`src/rtl/vga_timing_pkg.sv`:
```
// Shared constants and elaboration helpers for the VGA timing generator.
package vga_timing_pkg;

  localparam int unsigned VGA_H_DISP = 640;
  localparam int unsigned VGA_H_FP   = 16;
  localparam int unsigned VGA_H_SYNC = 96;
  localparam int unsigned VGA_H_BP   = 48;
  localparam int unsigned VGA_V_DISP = 480;
  localparam int unsigned VGA_V_FP   = 10;
  localparam int unsigned VGA_V_SYNC = 2;
  localparam int unsigned VGA_V_BP   = 33;

  function automatic int unsigned calc_total(input int unsigned disp, input int unsigned fp,
                                             input int unsigned sync, input int unsigned bp);
    return disp + fp + sync + bp;
  endfunction

  // True when a counter of width w can hold every value 0..total-1.
  function automatic bit width_ok(input int unsigned total, input int unsigned w);
    return $clog2(total) <= w;
  endfunction

endpackage

```
`src/rtl/vga_axis_counter.sv`:
```
// One timing axis: wrapping position counter plus visible/sync decode of its next value.
module vga_axis_counter
  import vga_timing_pkg::*;
#(
  parameter int unsigned DISP = VGA_H_DISP,
  parameter int unsigned FP   = VGA_H_FP,
  parameter int unsigned SYNC = VGA_H_SYNC,
  parameter int unsigned BP   = VGA_H_BP,
  parameter bit          POL  = 1'b0,
  parameter int unsigned W    = 10
) (
  input  logic         clk,
  input  logic         rst_n,
  input  logic         step_i,
  output logic [W-1:0] count_c_o,
  output logic         wrap_c_o,
  output logic         active_c_o,
  output logic         sync_active_c_o,
  output logic         sync_lvl_c_o
);

  localparam int unsigned TOTAL   = calc_total(DISP, FP, SYNC, BP);
  localparam int unsigned SYNC_LO = DISP + FP;
  localparam int unsigned SYNC_HI = DISP + FP + SYNC - 1;

  logic [W-1:0] count_q, count_d;

  // wrap_c_o flags the terminal count; the caller qualifies it with its own step.
  assign wrap_c_o = (count_q == W'(TOTAL - 1));

  always_comb begin
    count_d = count_q;
    if (step_i) begin
      count_d = wrap_c_o ? '0 : count_q + W'(1);
    end
  end

  always_ff @(posedge clk or negedge rst_n) begin
    if (!rst_n) count_q <= '0;
    else        count_q <= count_d;
  end

  // Decode is done on the post-step value so registered outputs line up with the counter.
  assign count_c_o       = count_d;
  assign active_c_o      = (count_d < W'(DISP));
  assign sync_active_c_o = (count_d >= W'(SYNC_LO)) && (count_d <= W'(SYNC_HI));
  assign sync_lvl_c_o    = sync_active_c_o ? POL : ~POL;

endmodule

```
`src/rtl/vga_timing_gen.sv`:
```
// Parametrised VGA sync/display-enable generator with pixel-clock divider and aligned outputs.
// Optional frame counter output enabled by defining VGA_TIMING_FRAME_CNT_EN.
module vga_timing_gen
  import vga_timing_pkg::*;
#(
  parameter int unsigned H_DISP  = VGA_H_DISP,
  parameter int unsigned H_FP    = VGA_H_FP,
  parameter int unsigned H_SYNC  = VGA_H_SYNC,
  parameter int unsigned H_BP    = VGA_H_BP,
  parameter int unsigned V_DISP  = VGA_V_DISP,
  parameter int unsigned V_FP    = VGA_V_FP,
  parameter int unsigned V_SYNC  = VGA_V_SYNC,
  parameter int unsigned V_BP    = VGA_V_BP,
  parameter int unsigned CLK_DIV = 2,
  parameter bit          HS_POL  = 1'b0,
  parameter bit          VS_POL  = 1'b0,
  parameter int unsigned CNT_W   = 10
) (
  input  logic             CLOCK_50,
  input  logic [3:0]       KEY,
  input  logic             en,
  output logic             VGA_HS,
  output logic             VGA_VS,
  output logic             video_on,
  output logic             p_tick,
  output logic [CNT_W-1:0] pixel_x,
  output logic [CNT_W-1:0] pixel_y,
  output logic             line_start,
  output logic             frame_start
`ifdef VGA_TIMING_FRAME_CNT_EN
  ,output logic [15:0]     frame_cnt
`endif
);

  localparam int unsigned H_TOTAL = calc_total(H_DISP, H_FP, H_SYNC, H_BP);
  localparam int unsigned V_TOTAL = calc_total(V_DISP, V_FP, V_SYNC, V_BP);
  localparam int unsigned DIV_W   = (CLK_DIV > 1) ? $clog2(CLK_DIV) : 1;

  if (!width_ok(H_TOTAL, CNT_W) || !width_ok(V_TOTAL, CNT_W) ||
      (CLK_DIV < 1) || (CLK_DIV > 16)) begin : g_bad_params
    $error("vga_timing_gen: illegal parameters (CNT_W too small or CLK_DIV outside 1..16)");
  end

  logic clk, rst_n, unused_key;
  assign clk        = CLOCK_50;
  assign rst_n      = KEY[0];
  assign unused_key = ^KEY[3:1];

  logic [DIV_W-1:0] div_q, div_d;
  logic             tick_c, div_last_c;

  assign div_last_c = (div_q == DIV_W'(CLK_DIV - 1));
  assign tick_c     = en && div_last_c;

  // Divider freezes with en low so the pixel phase is preserved across a pause.
  always_comb begin
    div_d = div_q;
    if (en) div_d = div_last_c ? '0 : div_q + DIV_W'(1);
  end

  logic [CNT_W-1:0] h_nxt_c, v_nxt_c;
  logic             h_wrap_c, v_wrap_c, h_act_c, v_act_c;
  logic             h_sync_c, v_sync_c, hs_lvl_c, vs_lvl_c, v_step_c;

  assign v_step_c = tick_c && h_wrap_c;

  vga_axis_counter #(
    .DISP(H_DISP), .FP(H_FP), .SYNC(H_SYNC), .BP(H_BP), .POL(HS_POL), .W(CNT_W)
  ) u_h_axis (
    .clk             (clk),
    .rst_n           (rst_n),
    .step_i          (tick_c),
    .count_c_o       (h_nxt_c),
    .wrap_c_o        (h_wrap_c),
    .active_c_o      (h_act_c),
    .sync_active_c_o (h_sync_c),
    .sync_lvl_c_o    (hs_lvl_c)
  );

  vga_axis_counter #(
    .DISP(V_DISP), .FP(V_FP), .SYNC(V_SYNC), .BP(V_BP), .POL(VS_POL), .W(CNT_W)
  ) u_v_axis (
    .clk             (clk),
    .rst_n           (rst_n),
    .step_i          (v_step_c),
    .count_c_o       (v_nxt_c),
    .wrap_c_o        (v_wrap_c),
    .active_c_o      (v_act_c),
    .sync_active_c_o (v_sync_c),
    .sync_lvl_c_o    (vs_lvl_c)
  );

  logic [CNT_W-1:0] px_q, px_d, py_q, py_d;
  logic             hs_q, hs_d, vs_q, vs_d, von_q, von_d;
  logic             ptick_q, ptick_d, ls_q, ls_d, fs_q, fs_d;

  // Output stage loads from the post-tick counter values, so every output changes together.
  always_comb begin
    px_d    = px_q;
    py_d    = py_q;
    hs_d    = hs_q;
    vs_d    = vs_q;
    von_d   = von_q;
    ptick_d = tick_c;
    ls_d    = tick_c && h_wrap_c;
    fs_d    = tick_c && h_wrap_c && v_wrap_c;
    if (tick_c) begin
      px_d  = h_nxt_c;
      py_d  = v_nxt_c;
      hs_d  = hs_lvl_c;
      vs_d  = vs_lvl_c;
      von_d = h_act_c && v_act_c;
    end
  end

  always_ff @(posedge clk or negedge rst_n) begin
    if (!rst_n) begin
      div_q   <= '0;
      px_q    <= '0;
      py_q    <= '0;
      hs_q    <= ~HS_POL;
      vs_q    <= ~VS_POL;
      von_q   <= 1'b0;
      ptick_q <= 1'b0;
      ls_q    <= 1'b0;
      fs_q    <= 1'b0;
    end else begin
      div_q   <= div_d;
      px_q    <= px_d;
      py_q    <= py_d;
      hs_q    <= hs_d;
      vs_q    <= vs_d;
      von_q   <= von_d;
      ptick_q <= ptick_d;
      ls_q    <= ls_d;
      fs_q    <= fs_d;
    end
  end

  assign VGA_HS      = hs_q;
  assign VGA_VS      = vs_q;
  assign video_on    = von_q;
  assign p_tick      = ptick_q;
  assign pixel_x     = px_q;
  assign pixel_y     = py_q;
  assign line_start  = ls_q;
  assign frame_start = fs_q;

`ifdef VGA_TIMING_FRAME_CNT_EN
  logic [15:0] fcnt_q, fcnt_d;

  // Steps on the same edge that raises frame_start; wraps naturally at 16 bits.
  always_comb begin
    fcnt_d = fcnt_q;
    if (fs_d) fcnt_d = fcnt_q + 16'(1);
  end

  always_ff @(posedge clk or negedge rst_n) begin
    if (!rst_n) fcnt_q <= '0;
    else        fcnt_q <= fcnt_d;
  end

  assign frame_cnt = fcnt_q;
`endif

endmodule

```
`config.mk`:
```
export PLATFORM = sky130hd
export DESIGN_NAME = vga_timing_gen
export DESIGN_NICKNAME = d
export VERILOG_FILES = /design/src/rtl/vga_timing_pkg.sv /design/src/rtl/vga_axis_counter.sv /design/src/rtl/vga_timing_gen.sv
export SDC_FILE = /design/constraint.sdc
export NUM_CORES = 1
export LEC_CHECK = 0
export ABC_AREA = 0
export BUFFER_PORTS_ARGS = -buffer_cell sky130_fd_sc_hd__clkbuf_2
export CORE_MARGIN = 3
export CORE_UTILIZATION = 25
export DETAILED_ROUTE_END_ITERATION = 10
export PLACE_DENSITY = 0.46
export SLEW_MARGIN = 40
export SYNTH_ARGS = -nofsm -noshare
export SYNTH_HDL_FRONTEND = slang
export SYNTH_SLANG_ARGS = --single-unit
export TNS_END_PERCENT = 50
```
`constraint.sdc`:
```
create_clock -name CLOCK_50 -period 4.93 [get_ports CLOCK_50]
set_input_delay 0.7395 -clock CLOCK_50 [delete_from_list [all_inputs] [get_ports CLOCK_50]]
set_output_delay 0.7395 -clock CLOCK_50 [all_outputs]
set_load 0.02 [all_outputs]
```
-- After elaboration in Yosys (flattened, before gate mapping)
Index checks and enable logic that the tools add are counted.
- logic and storage cells: 35
- flip-flop bits (word level): 47
- input bits: 6
- add/sub/neg operators: 3
- equality and inequality tests: 2
- magnitude comparators: 6
- mux-type cells: 7
- reductions and logical operators: 6
- operators by type and width (kind ; count):
    10-bit 2-to-1 mux ; 4
    10-bit by 1-bit adder with 10-bit output, second input constant ; 2
    10-bit equality test, second input constant ; 2
    10-bit greater-or-equal comparator, second input constant ; 1
    10-bit by 9-bit greater-or-equal comparator with 1-bit output, second input constant ; 1
    10-bit less-or-equal comparator, second input constant ; 1
    10-bit by 9-bit less-or-equal comparator with 1-bit output, second input constant ; 1
    10-bit less-than comparator, second input constant ; 1
    10-bit by 9-bit less-than comparator with 1-bit output, second input constant ; 1
    1-bit logical AND ; 6
    1-bit 2-to-1 mux ; 3
    1-bit adder, second input constant ; 1

-- Depth between registers and ports, before layout
- depth in word-level cells: 6
- gate-level depth with buffers: 9

-- Modules after synthesis
A second synthesis with hierarchy kept.
- cells, all modules: 216
- area total of the unflattened synthesis: 2512.4 um^2
- modules (own cells, without submodules) (module ; area each (um^2) ; sequential area each (um^2) ; instances ; cells each):
    vga_timing_gen ; 1091.0 ; 678.2 ; 1 ; 59
    vga_axis_counter at u_h_axis ; 754.5 ; 250.2 ; 1 ; 82
    vga_axis_counter at u_v_axis ; 666.9 ; 250.2 ; 1 ; 75

-- Worst setup path before layout
Ideal clock, no wire load.
- kind: input-to-reg
- start: input port en
- end: register von_q, in the netlist video_on
- slack: 2696 ps
- required time: 4800 ps
- stages: 7
- setup time: 130 ps
- arrival time: 2104 ps
- path buffers: 0
- cells stage by stage: nand2_1 > inv_1 > nand4_2 > or4_1 > a21oi_2 > nand2b_4 > o41ai_2
- word-level cells in the longest chain between the ends: 5
- elaborated cells between the ends (all ways): 7
- RTL lines (element ; line ; text):
    start: declaration ; vga_timing_gen.sv:21 ; input logic en,
    1-bit logical AND ; vga_timing_gen.sv:53 ; assign tick_c = en && div_last_c;
    1-bit logical AND ; vga_timing_gen.sv:65 ; assign v_step_c = tick_c && h_wrap_c;
    10-bit 2-to-1 mux ; vga_axis_counter.sv:33 ; if (step_i) begin
    named net u_v_axis.count_c_o[9] ; vga_axis_counter.sv:15 ; output logic [W-1:0] count_c_o,
    10-bit by 9-bit less-than comparator with 1-bit output ; vga_axis_counter.sv:45 ; assign active_c_o = (count_d < W'(DISP));
    1-bit logical AND ; vga_timing_gen.sv:112 ; von_d = h_act_c && v_act_c;
    end signal: assignment ; vga_timing_gen.sv:133 ; von_q <= von_d;
    end: declaration ; vga_timing_gen.sv:94 ; logic hs_q, hs_d, vs_q, vs_d, von_q, von_d;
The timed path passes the listed nets, and every way through them passes these cells.
A chain may end at the register's enable or synchronous reset.

-- Worst setup path after layout
- start: register u_h_axis.count_q[0]
- end: register von_q, in the netlist video_on
- word-level cells in the longest chain between the ends: 5
- elaborated cells between the ends (all ways): 9
- RTL lines (element ; line ; text):
    start: declaration ; vga_axis_counter.sv:26 ; logic [W-1:0] count_q, count_d;
    start signal: assignment ; vga_axis_counter.sv:40 ; else count_q <= count_d;
    10-bit equality test ; vga_axis_counter.sv:29 ; assign wrap_c_o = (count_q == W'(TOTAL - 1));
    1-bit logical AND ; vga_timing_gen.sv:65 ;
    10-bit 2-to-1 mux ; vga_axis_counter.sv:33 ;
    named net u_v_axis.count_c_o[9] ; vga_axis_counter.sv:15 ;
    10-bit by 9-bit less-than comparator with 1-bit output ; vga_axis_counter.sv:45 ;
    1-bit logical AND ; vga_timing_gen.sv:112 ;
The timed path passes the listed nets, and every way through them passes these cells.

==> tab_implementation.tex <==
\begin{tabular}{lr}
\hline
Metric & Value \\
\hline
\multicolumn{2}{l}{\textbf{Layout}} \\
\quad Antenna cell count & 0 \\
\quad Synthesis-to-finish area growth & 12.75\% \\
\quad Final core area utilization & 29.72\% \\
\quad Layout filler cell count & 960 \\
\quad Ratio of cells with drive above 1 in the final layout & 21.07\% \\
\quad Non-filler cells, final & 369 \\
\quad Net count reported at finish & 269 \\
\multicolumn{2}{l}{\textbf{Outcome}} \\
\quad Status & finished, final reports clean \\
\multicolumn{2}{l}{\textbf{Floorplan}} \\
\quad I/O pin cnt & 32 \\
\quad Area of the core & around 0.009 mm\^{}2 \\
\quad Die Ht & 103.1 um \\
\quad Site Rows & 34 \\
\quad Die Width & a little over 100 um \\
\quad Initial Util & 26.36\% \\
\quad Full die area & 0.01062 mm\^{}2 \\
\multicolumn{2}{l}{\textbf{Worst setup path}} \\
\quad Category of the worst setup path launch point & register \\
\quad Critical path arrival & 2930 ps \\
\quad Worst setup slack for register-to-register paths & 2200 ps \\
\quad Critical Path End Type & register \\
\quad Worst Path Max Fanout & 15 \\
\quad Classification of the worst setup path & register to register \\
\quad WP data required & 5130 ps \\
\multicolumn{2}{l}{\textbf{Yosys}} \\
\quad Number of flops mapped to enable cells by yosys & 0 \\
\quad Main flop type after synthesis & sky130\_fd\_sc\_hd\_\_dfrtp\_1 \\
\quad Sequential element share of the synthesized area & between 50\% and 60\% \\
\quad Avg Synthesized Cell Area & between 9 and 10 um\^{}2 \\
\quad Synthesis-stage register bit count & 47 \\
\quad Most numerous cell types in the synthesized netlist & sky130\_fd\_sc\_hd\_\_dfrtp\_1 (45), sky130\_fd\_sc\_hd\_\_nand2\_1 (40), sky130\_fd\_sc\_hd\_\_o21ai\_0 (15) \\
\quad Post-synth net total & 249 \\
\quad Dominant cells by area after synthesis & sky130\_fd\_sc\_hd\_\_dfrtp\_1 (48\%), sky130\_fd\_sc\_hd\_\_nand2\_1 (6.4\%), sky130\_fd\_sc\_hd\_\_mux2\_2 (3.8\%) \\
\quad Count of different cell masters after synthesis & 47 \\
\quad Share of synthesized flip-flops with an asynchronous set or reset & 100.0\% \\
\quad Synthesized netlist cell count & 240 \\
\quad Count leader, synth & sky130\_fd\_sc\_hd\_\_dfrtp\_1 \\
\quad Warnings, synthesis & 0 \\
\quad Synthesized cell area & between 0.002 and 0.0025 mm\^{}2 \\
\quad Cell type contributing the most total cell area after synthesis & sky130\_fd\_sc\_hd\_\_dfrtp\_1 \\
\quad Area share of the largest cell type after synthesis & 47.82\% \\
\multicolumn{2}{l}{\textbf{Pwr}} \\
\quad Worst ir drop on vdd & 0.1436 mV \\
\quad Static power due to leakage & 1.223 nW \\
\quad Psw & 0.3207 mW \\
\quad Share of power burned in the clock network & 24.4\% \\
\quad Pwr/cell area & 354.3 mW/mm\^{}2 \\
\quad Combinational group share of total power & 23.7\% \\
\quad Sw frac & 34.09\% \\
\quad Proportion of power drawn by flip-flops and latches & roughly half \\
\quad Cell Int Power & about 0.62 mW \\
\multicolumn{2}{l}{\textbf{GRT}} \\
\quad Pin count of the biggest net entering global routing & 48 \\
\quad Global-route wire length before repair & about 8.7 mm \\
\quad Vias in the first global route & $\sim$1.8k \\
\quad Number of antenna violations at the first check in global routing & 0 \\
\quad Tot GR Track Use & between 10\% and 20\% \\
\quad Overflow left after global routing & 0 \\
\multicolumn{2}{l}{\textbf{STA}} \\
\quad Unrepaired setup endpoints after global routing & no \\
\quad Highest clock rate & about 0.37 GHz \\
\quad Total negative slack & 0 ps \\
\quad Clock tree skew after final layout & 4.226 ps \\
\quad Number of hold violations in the final report & 0 \\
\quad Number of max-slew violations in the final report & 0 \\
\quad Final Setup Violations & 0 \\
\quad Final critical delay including setup and external delays & 2731 ps \\
\quad Worst slew margin relative to its limit & 59.74\% \\
\quad Worst-Margin Slew & 603.9 ps \\
\quad Least setup slack across all paths after layout & about 2200 ps \\
\quad Period Utilization, post-route & a little under three fifths \\
\multicolumn{2}{l}{\textbf{CTS}} \\
\quad Clock transition time at the flip-flop clock pins of the worst setup and hold paths & 90 ps \\
\quad CTS H-Tree Depth & 2 \\
\quad Clock buffer depth & 2 \\
\quad Post-CTS Repair Setup Buffers & 0 \\
\quad Worst-skew pair later-pin latency & 300 ps \\
\quad Clock Sink Count & 47 \\
\quad Clock root cell & sky130\_fd\_sc\_hd\_\_clkbuf\_8 \\
\quad Hold\_buf cts & 0 \\
\quad TritonCTS clock tree & yes \\
\quad Cts bufs inserted & 5 \\
\quad Resized cells post-CTS & 0 \\
\multicolumn{2}{l}{\textbf{Placement}} \\
\quad Final GP Congestion & 0.7796 \\
\quad Buffers on Ports & 28 \\
\quad Cell Count Post-Placement & 361 \\
\quad Post-placement setup slack & 1951 ps \\
\quad HPWL after detailed placement & about 3.5 mm \\
\multicolumn{2}{l}{\textbf{Route}} \\
\quad Post-DR wirelength/cell & 14.04 um \\
\quad Aggregate routed wire length & just over 5 mm \\
\quad Final routed DRC violation total & 0 \\
\quad Initial DRC count & 109 \\
\quad Router iterations before antenna repair & 4 \\
\quad ANT nets after route & 0 \\
\quad Vias per Instance & 4.726 \\
\quad Count of vias placed by the detailed router & 1,744 \\
\multicolumn{2}{l}{\textbf{Hold path}} \\
\quad Worst min path class & register to register \\
\multicolumn{2}{l}{\textbf{Flow run}} \\
\quad Number of max-capacitance violations reported & 0 \\
\hline
\end{tabular}
==> worst max-delay path, stage by stage (launching register included) <==
cell and delay (ps):
sky130_fd_sc_hd__dfrtp_1 390, sky130_fd_sc_hd__ha_1 300, sky130_fd_sc_hd__and4_1 320, sky130_fd_sc_hd__nand4_2 380, sky130_fd_sc_hd__inv_1 480, sky130_fd_sc_hd__and2_4 240
sky130_fd_sc_hd__a21oi_2 50, sky130_fd_sc_hd__nand2b_4 160, sky130_fd_sc_hd__o41ai_2 300
==> routing by layer <==
metal  GRT usage [%]  vias up  wire [um]
li1                -      872          -
met1           15.58      826       2612
met2           14.50       42       2198
met3           2.706        4        286
met4           4.382        0         82
met5               0        -          0
==> placed cells by master, fill, tap and decap left out, types with 2 or more instances in the layout <==
cell                        n
sky130_fd_sc_hd__clkbuf_2  28
sky130_fd_sc_hd__ha_1       3
sky130_fd_sc_hd__a21oi_1   10
sky130_fd_sc_hd__and3_1     2
sky130_fd_sc_hd__clkbuf_1   2
sky130_fd_sc_hd__dfstp_2    2
sky130_fd_sc_hd__clkbuf_8   5
sky130_fd_sc_hd__nor2_1    14
sky130_fd_sc_hd__nor3_1     6
sky130_fd_sc_hd__a31oi_1    2
sky130_fd_sc_hd__o31a_1     2
sky130_fd_sc_hd__nand2b_1   2
sky130_fd_sc_hd__o31ai_1    2
sky130_fd_sc_hd__and4_1     2
sky130_fd_sc_hd__xnor2_1    6
sky130_fd_sc_hd__a21o_1     2
sky130_fd_sc_hd__dfrtp_1   45
sky130_fd_sc_hd__xor2_1     9
sky130_fd_sc_hd__nand2_1   40
sky130_fd_sc_hd__buf_4      3
sky130_fd_sc_hd__inv_1      8
sky130_fd_sc_hd__mux2_2     8
sky130_fd_sc_hd__and2_1     2
sky130_fd_sc_hd__nand4b_1   3
sky130_fd_sc_hd__o21ai_0   15
sky130_fd_sc_hd__nand4_1    3
sky130_fd_sc_hd__o41ai_1    2
sky130_fd_sc_hd__nand3_1   12
==> final timing paths <==
path / cells past startpoint / end / from
max: 8 / video_on / u_h_axis.count_q[0]
min: 1 / div_last_c / div_last_c
max reg2reg: 8 / video_on / u_h_axis.count_q[0]
min reg2reg: 1 / div_last_c / div_last_c
max in group asynchronous: 2 / u_h_axis.count_q[4] / KEY[0]
min in group asynchronous: 2 / u_v_axis.count_q[5] / KEY[0]
==> logic make-up (layout without fill, tap and decap cells) <==
kind of cell / count (synthesis) / in the layout / share of synthesized area, %
AO/OA/AOI/OAI: 44 / 44 / 12.01
adder cells (fa/ha/maj): 3 / 3 / 1.594
XOR/XNOR: 15 / 15 / 5.579
buffers and inverters: 26 / 47 / 4.623
AND/OR/NAND/NOR: 96 / 96 / 21.89
flip-flops: 47 / 47 / 50.05
multiplexers: 9 / 9 / 4.251
==> state kept, by name (all words and copies together), names as in the netlist <==
| register | cells |
|---|---|
| VGA_HS | 1 |
| u_h_axis.count_q | 10 |
| div_last_c | 1 |
| video_on | 1 |
| frame_start | 1 |
| VGA_VS | 1 |
| u_v_axis.count_q | 10 |
| pixel_y | 10 |
| pixel_x | 10 |
| line_start | 1 |
| p_tick | 1 |
==> power groups by stage <==
| stage | combinational (mW) | sequential [mW] | clock [mW] |
|---|---|---|---|
| floorplan | 0.144 | 0.504 | 0 |
| global placement | 0.228 | 0.494 | 0 |
| detailed placement | 0.228 | 0.496 | 0 |
| CTS | 0.229 | 0.488 | 0.244 |
| global route | 0.250 | 0.496 | 0.259 |
| finish | 0.223 | 0.488 | 0.230 |
==> stage by stage <==
| step | instance area, um^2 | hold WS (ps) | power, mW |
|---|---|---|---|
| 6_report | 2655 | 470.7 | 0.9407 |
| 4_1_cts | 2655 | 478.6 | 0.9620 |
| 2_1_floorplan | 2355 | 441.5 | 0.6482 |
| 3_5_place_dp | 2574 | 461.7 | 0.7236 |
| 3_3_place_gp | 2574 | 457.7 | 0.7215 |
| 5_1_grt | 2655 | 496.5 | 1.004 |
==> final cells by class <==
type / count / area, um^2 / share of cell area (%)
sequential: 47 / 1179 / 44.39
clock inverter: 1 / 5.005 / 0.1885
timing repair buffer: 31 / 162.7 / 6.126
tap: 108 / 135.1 / 5.090
clock buffer: 7 / 76.32 / 2.875
inverter: 8 / 30.03 / 1.131
multi-input combinational: 167 / 1067 / 40.20
(Power assumes the default switching activity.)
